<file path="src/rtl/operand_stage_pkg.sv">
// rtl/operand_stage_pkg.sv - shared widths, zero-register index and skid-buffer state encoding
package operand_stage_pkg;

    localparam int unsigned PE_XLEN  = 32;
    localparam int unsigned PE_AW    = 5;
    localparam int unsigned ZERO_REG = 0;

    typedef enum logic [1:0] {
        ST_EMPTY = 2'd0,
        ST_ONE   = 2'd1,
        ST_TWO   = 2'd2
    } stage_state_t;

endpackage

</file>
<file path="src/rtl/operand_stage_entry.sv">
// rtl/operand_stage_entry.sv - one buffered operand slot with capture bypass and write-back snoop
module operand_entry
    import operand_stage_pkg::*;
#(
    parameter int XLEN = PE_XLEN,
    parameter int AW   = PE_AW
) (
    input  logic            clk,
    input  logic            rst_n,
    input  logic            load,
    input  logic            pop,
    input  logic [AW-1:0]   rs1_addr,
    input  logic [AW-1:0]   rs2_addr,
    input  logic [XLEN-1:0] rs1_data,
    input  logic [XLEN-1:0] rs2_data,
    input  logic            uses_rs2,
    input  logic            wb_en,
    input  logic [AW-1:0]   wb_addr,
    input  logic [XLEN-1:0] wb_data,
    output logic            valid,
    output logic [XLEN-1:0] op_a,
    output logic [XLEN-1:0] op_b,
    output logic [AW-1:0]   op_rs1,
    output logic [AW-1:0]   op_rs2
);

    localparam logic [AW-1:0] ZERO_IDX = AW'(ZERO_REG);

    logic            valid_q;
    logic            uses_rs2_q;
    logic [XLEN-1:0] op_a_q;
    logic [XLEN-1:0] op_b_q;
    logic [AW-1:0]   rs1_q;
    logic [AW-1:0]   rs2_q;

    logic            wb_live;
    logic            cap_hit_a;
    logic            cap_hit_b;
    logic [XLEN-1:0] cap_a;
    logic [XLEN-1:0] cap_b;
    logic            snoop_a;
    logic            snoop_b;

    // A write to x0 never lands, so it can neither bypass nor snoop.
    assign wb_live   = wb_en && (wb_addr != ZERO_IDX);

    assign cap_hit_a = wb_live && (wb_addr == rs1_addr);
    assign cap_hit_b = wb_live && (wb_addr == rs2_addr);

    always_comb begin
        cap_a = '0;
        cap_b = '0;
        if (rs1_addr != ZERO_IDX) begin
            cap_a = cap_hit_a ? wb_data : rs1_data;
        end
        if (uses_rs2 && (rs2_addr != ZERO_IDX)) begin
            cap_b = cap_hit_b ? wb_data : rs2_data;
        end
    end

    // Stored indices are nonzero whenever a snoop can match, so x0 stays 0.
    assign snoop_a = valid_q && !pop && wb_live && (wb_addr == rs1_q);
    assign snoop_b = valid_q && !pop && wb_live && uses_rs2_q && (wb_addr == rs2_q);

    always_ff @(posedge clk) begin
        if (!rst_n) begin
            valid_q    <= 1'b0;
            uses_rs2_q <= 1'b0;
            op_a_q     <= '0;
            op_b_q     <= '0;
            rs1_q      <= '0;
            rs2_q      <= '0;
        end else if (load) begin
            valid_q    <= 1'b1;
            uses_rs2_q <= uses_rs2;
            op_a_q     <= cap_a;
            op_b_q     <= cap_b;
            rs1_q      <= rs1_addr;
            rs2_q      <= rs2_addr;
        end else if (pop) begin
            valid_q    <= 1'b0;
        end else begin
            if (snoop_a) begin
                op_a_q <= wb_data;
            end
            if (snoop_b) begin
                op_b_q <= wb_data;
            end
        end
    end

    assign valid  = valid_q;
    assign op_a   = op_a_q;
    assign op_b   = op_b_q;
    assign op_rs1 = rs1_q;
    assign op_rs2 = rs2_q;

endmodule

</file>
<file path="src/rtl/operand_stage.sv">
// rtl/operand_stage.sv - two-entry in-order skid buffer delivering bypassed operand pairs to execute
module operand_stage
    import operand_stage_pkg::*;
#(
    parameter int XLEN = PE_XLEN,
    parameter int AW   = PE_AW
) (
    input  logic            clk,
    input  logic            rst_n,
    input  logic            in_valid,
    output logic            in_ready,
    input  logic [AW-1:0]   rs1_addr,
    input  logic [AW-1:0]   rs2_addr,
    input  logic [XLEN-1:0] rs1_data,
    input  logic [XLEN-1:0] rs2_data,
    input  logic            uses_rs2,
    input  logic            wb_en,
    input  logic [AW-1:0]   wb_addr,
    input  logic [XLEN-1:0] wb_data,
    output logic            out_valid,
    input  logic            out_ready,
    output logic [XLEN-1:0] op_a,
    output logic [XLEN-1:0] op_b,
    output logic [AW-1:0]   op_rs1,
    output logic [AW-1:0]   op_rs2
);

    stage_state_t state_q;
    stage_state_t state_d;
    logic         in_ready_q;
    logic         out_valid_q;
    logic         head_q;
    logic         tail_q;

    logic         push;
    logic         pop;
    logic [1:0]   load;
    logic [1:0]   pop_slot;

    logic [1:0]      e_valid;
    logic [XLEN-1:0] e_op_a   [2];
    logic [XLEN-1:0] e_op_b   [2];
    logic [AW-1:0]   e_op_rs1 [2];
    logic [AW-1:0]   e_op_rs2 [2];

    // in_ready and out_valid are flops of the next state, so out_ready never reaches in_ready.
    always_ff @(posedge clk) begin
        if (!rst_n) begin
            state_q     <= ST_EMPTY;
            in_ready_q  <= 1'b1;
            out_valid_q <= 1'b0;
            head_q      <= 1'b0;
            tail_q      <= 1'b0;
        end else begin
            state_q     <= state_d;
            in_ready_q  <= (state_d != ST_TWO);
            out_valid_q <= (state_d != ST_EMPTY);
            if (pop) begin
                head_q <= ~head_q;
            end
            if (push) begin
                tail_q <= ~tail_q;
            end
        end
    end

    always_comb begin
        state_d = state_q;
        case (state_q)
            ST_EMPTY: if (push) state_d = ST_ONE;
            ST_ONE: begin
                if (push && !pop) begin
                    state_d = ST_TWO;
                end else if (pop && !push) begin
                    state_d = ST_EMPTY;
                end
            end
            ST_TWO:   if (pop) state_d = ST_ONE;
            default:  state_d = ST_EMPTY;
        endcase
    end

    always_comb begin
        push        = in_valid && in_ready_q;
        pop         = out_valid_q && out_ready;
        load        = '0;
        pop_slot    = '0;
        load[tail_q]     = push;
        pop_slot[head_q] = pop;
        in_ready    = in_ready_q;
        out_valid   = out_valid_q;
        op_a        = e_op_a[head_q];
        op_b        = e_op_b[head_q];
        op_rs1      = e_op_rs1[head_q];
        op_rs2      = e_op_rs2[head_q];
    end

    for (genvar g = 0; g < 2; g++) begin : g_entry
        operand_entry #(
            .XLEN (XLEN),
            .AW   (AW)
        ) u_entry (
            .clk      (clk),
            .rst_n    (rst_n),
            .load     (load[g]),
            .pop      (pop_slot[g]),
            .rs1_addr (rs1_addr),
            .rs2_addr (rs2_addr),
            .rs1_data (rs1_data),
            .rs2_data (rs2_data),
            .uses_rs2 (uses_rs2),
            .wb_en    (wb_en),
            .wb_addr  (wb_addr),
            .wb_data  (wb_data),
            .valid    (e_valid[g]),
            .op_a     (e_op_a[g]),
            .op_b     (e_op_b[g]),
            .op_rs1   (e_op_rs1[g]),
            .op_rs2   (e_op_rs2[g])
        );
    end

    logic unused_valid;
    assign unused_valid = ^e_valid;

endmodule
</file>
<file path="config.mk">
export PLATFORM = sky130hd
export DESIGN_NAME = operand_stage
export DESIGN_NICKNAME = d
export VERILOG_FILES = /design/src/rtl/operand_stage_pkg.sv /design/src/rtl/operand_stage_entry.sv /design/src/rtl/operand_stage.sv
export SDC_FILE = /design/constraint.sdc
export NUM_CORES = 1
export LEC_CHECK = 0
export CAP_MARGIN = 10
export CORE_ASPECT_RATIO = 1.4
export CORE_MARGIN = 5
export CORE_UTILIZATION = 55
export DETAILED_ROUTE_END_ITERATION = 12
export PLACE_DENSITY_LB_ADDON = 0.05
export SYNTH_ARGS = -nofsm -noshare
export SYNTH_HDL_FRONTEND = slang
export SYNTH_HIERARCHICAL = 1
export SYNTH_SLANG_ARGS = --single-unit
</file>
<file path="constraint.sdc">
create_clock -name clk -period 5.8 [get_ports clk]
set_input_delay 1.74 -clock clk [delete_from_list [all_inputs] [get_ports clk]]
set_output_delay 1.74 -clock clk [all_outputs]
set_load 0.05 [all_outputs]
</file>
==> results.py <==
metrics = {
    "clocking": {
        "cts_resized": 0,
        "clock_latency_ns": 0.43,
        "cts_tree": "done",
        "cts_made_buffers": 17,
        "post-cts-setup-buffer-count": 0,
        "cts_sinks": 158,
        "htree_levels": 4,
        "cts_buffer_depth": 2,
        "cts-root-buf": "clkbuf_16",
        "path_clk_slew_ns": 0.06,
        "hold_buffers": 0,
    },
    "setup_path": {
        "cp-startpoint": "head_q$_SDFFE_PN0P_",
        "path_cells": "buf_4 -> mux2_2 -> clkdlybuf4s50_1",
        "crit_path_top_delay_cell": "dfxtp_4",
        "r2r-end": "g_entry[0].u_entry/op_b[6]$_SDFFE_PN0P_",
        "r2r_start": "head_q$_SDFFE_PN0P_",
        "critPathArrivalTime_ns": 3.06,
        "crit_path_max_fanout": 68,
        "critPathKind": "register to output pin",
        "start_kind": "register",
        "ff2ff_path_depth": 7,
        "regToRegSetupSlack_ns": 3.01,
        "cp-endpoint": "op_a[22]",
        "cp_data_required_time_ns": 4.06,
        "max_stage_delay_ns": 1.12,
        "cp-end-kind": "output pin",
    },
    "placed_design": {
        "pre_cts_slack_ns": 1.124,
        "place.detailed.hpwl_mm": 16.17,
        "gp_congestion": 0.8392,
        "port_buffers": 192,
    },
    "global_routing": {
        "grt_usage_pct": 26.33,
        "grt_overflow": 0,
        "grt_max_degree": 126,
        "antenna_found_initial": 1,
        "grt_pass1_wl_mm": 41.30,
        "grt_pass1_vias": 7706,
    },
    "floorplan": {
        "die_area_mm2": 0.01904,
        "initial_core_util_pct": 55.82,
        "ioPinCount": 193,
        "core_mm2": 0.01610,
        "row_count": 55,
        "die_w_um": 118.0,
        "die_h_um": 161.3,
    },
    "sta": {
        "setup_viol": 0,
        "finalWorstSetupSlack_ns": 0.9964,
        "hold_violations": 0,
        "fmax_mhz": 208.2,
        "slew-limit-headroom_pct": 22.67,
        "worstMarginPinSlew_ns": 1.160,
        "min_period_ns": 4.804,
        "fin_skew_ns": 0.01116,
        "setup_tns_ns": 0,
        "min_period_over_period_pct": 82.82,
        "rsz0062_at_grt": "false",
        "timing.final.max_slew_violations": 0,
    },
    "detailed_routing": {
        "drt_pass1_iterations": 5,
        "drc_errors": 0,
        "drt_iter0_markers": 646,
        "drtAntennaViolNets": 0,
        "wl_mm": 25.27,
        "vias": 7647,
        "via_per_inst": 5.956,
        "wl_per_cell_um": 19.68,
    },
    "min_path": {
        "min_path_type": "register to register",
    },
    "layout": {
        "nFillCells": 1290,
        "nets": 1188,
        "multi_input_area_mm2": 0.005240,
        "post-route-util_pct": 70.33,
        "drive_gt1_share_pct": 24.45,
        "syn_to_final_growth_pct": 25.99,
        "regArea_mm2": 0.003167,
    },
    "yosys": {
        "yosysSeqAreaShare_pct": 35.19,
        "synth_flop_cell": "dfxtp_1",
        "synth_cell_types": 46,
        "syn_area_mm2": 0.008989,
        "syn_area_per_cell_um2": 9.603,
        "ys_seq_elements": 158,
        "syn_nets": 1053,
        "synth_edf_count": 0,
        "synthArstFlopShare_pct": 0,
        "synthCells": 936,
        "synth_warnings": 6,
    },
    "status": {
        "status": "completed",
    },
    "power": {
        "p_leak_nw": 3.842,
        "irDropWorstVdd_mv": 0.2233,
        "powerDensity_mw_per_mm2": 298.0,
    },
    "flow_run": {
        "maxCapViolCount": 0,
    },
}
==> sequential cells by signal, summed over array words and instances, names as in the netlist <==
signal	count
out_valid	1
g_entry.u_entry/op_b	64
in_ready	1
g_entry.u_entry/op_rs2	10
tail_q	1
g_entry.u_entry/valid	2
g_entry.u_entry/op_rs1	10
g_entry.u_entry/uses_rs2_q	2
state_q	2
g_entry.u_entry/op_a	64
head_q	1
==> cell usage in the layout (no fill, tap or decap), drive strengths merged, types with 7 or more instances in the layout <==
cell and count:
a21oi 62, a22oi 62, a31oi 68, buf 18, clkbuf 22, clkdlybuf4s50 191, dfxtp 158, mux2 76
mux2i 22, nand2 69, nand3 7, nor2b 24, o21ai 202, xnor2 30, xor2 10
==> through the flow <==
step	std cells	cell area [um2]	power, W	hold slack, ns
2_1_floorplan	936	8989	0.001941	0.4822
3_3_place_gp	1251	10710	0.002233	0.5010
3_5_place_dp	1251	10710	0.002241	0.5065
4_1_cts	1283	11320	0.003392	0.5209
5_1_grt	1284	11320	0.003510	0.5370
6_report	1284	11320	0.003375	0.5198
==> worst max-delay path, delay by kind of cell, from the launching register on <==
family | cells | cell delay, ns
multiplexers | 1 | 0.38
buffers and inverters | 2 | 1.09
flip-flops | 1 | 1.12
==> power breakdown <==
| group | total (W) | switching (W) | internal, W | leakage, nW |
|---|---|---|---|---|
| Clock | 0.00115 | 0.000445 | 0.000710 | 0.296 |
| Combinational | 0.000975 | 0.000575 | 0.000401 | 2.25 |
| Sequential | 0.00125 | 0.0000664 | 0.00118 | 1.30 |
| Total | 0.00337 | 0.00109 | 0.00229 | 3.84 |
==> final cells by class <==
class | count | share of cell area, %
Antenna cell | 1 | 0.02210
Clock buffer | 22 | 4.187
Clock inverter | 10 | 1.182
Inverter | 3 | 0.09944
Multi-Input combinational cell | 682 | 46.27
Sequential cell | 158 | 27.96
Tap cell | 199 | 2.199
Timing Repair Buffer | 209 | 18.08
==> routing by layer <==
layer  vias to the layer above  GRT usage [%]  part of all wire (%)
li1                       3732              -                     -
met1                      3624          32.63                    41
met2                       249          44.46                    51
met3                        42          5.639                   6.0
met4                         0          10.64                   2.4
met5                         -              0                     0
==> how the worst min path moves through the flow <==
stage / start / end / slack, ns / cells after the start
finish: g_entry[0].u_entry/op_b[3]$_SDFFE_PN0P_ / g_entry[0].u_entry/op_b[3]$_SDFFE_PN0P_ / 0.52 / 2
global route: g_entry[0].u_entry/op_b[13]$_SDFFE_PN0P_ / g_entry[0].u_entry/op_b[13]$_SDFFE_PN0P_ / 0.54 / 2
CTS: g_entry[0].u_entry/op_b[14]$_SDFFE_PN0P_ / g_entry[0].u_entry/op_b[14]$_SDFFE_PN0P_ / 0.52 / 2
floorplan: g_entry[0].u_entry/uses_rs2_q$_SDFFE_PN0P_ / g_entry[0].u_entry/uses_rs2_q$_SDFFE_PN0P_ / 0.48 / 2
global placement: g_entry[1].u_entry/uses_rs2_q$_SDFFE_PN0P_ / g_entry[1].u_entry/uses_rs2_q$_SDFFE_PN0P_ / 0.50 / 2
detailed placement: g_entry[1].u_entry/uses_rs2_q$_SDFFE_PN0P_ / g_entry[1].u_entry/uses_rs2_q$_SDFFE_PN0P_ / 0.51 / 2
==> cells by family after synthesis <==
family	share of synthesized area (%)
AOI/OAI and AO/OA	33.49
buffers and inverters	7.071
and+or+nand+nor	7.210
muxes	13.14
DFF	35.19
xor gates and xnor gates	3.897
==> synth_stat cells (5+ instances only) <==
cell type / n / area share, %
o21ai_1: 160 / 8.9
buf_6: 19 / 2.4
xor2_1: 10 / 0.97
o21ai_0: 38 / 2.1
xnor2_1: 30 / 2.9
buf_2: 22 / 1.2
mux2_4: 28 / 4.7
nor2_1: 5 / 0.21
nand4_1: 5 / 0.35
a21oi_2: 60 / 5.8
mux2i_1: 22 / 2.4
nand3_1: 7 / 0.39
nand2_1: 68 / 2.8
a22oi_2: 60 / 8.4
clkbuf_1: 44 / 1.8
a31oi_1: 66 / 4.6
mux2_2: 46 / 5.8
buf_12: 6 / 1.3
nor2b_1: 24 / 1.7
dfxtp_1: 158 / 35
Note: power is estimated with default switching activity, not from simulation.
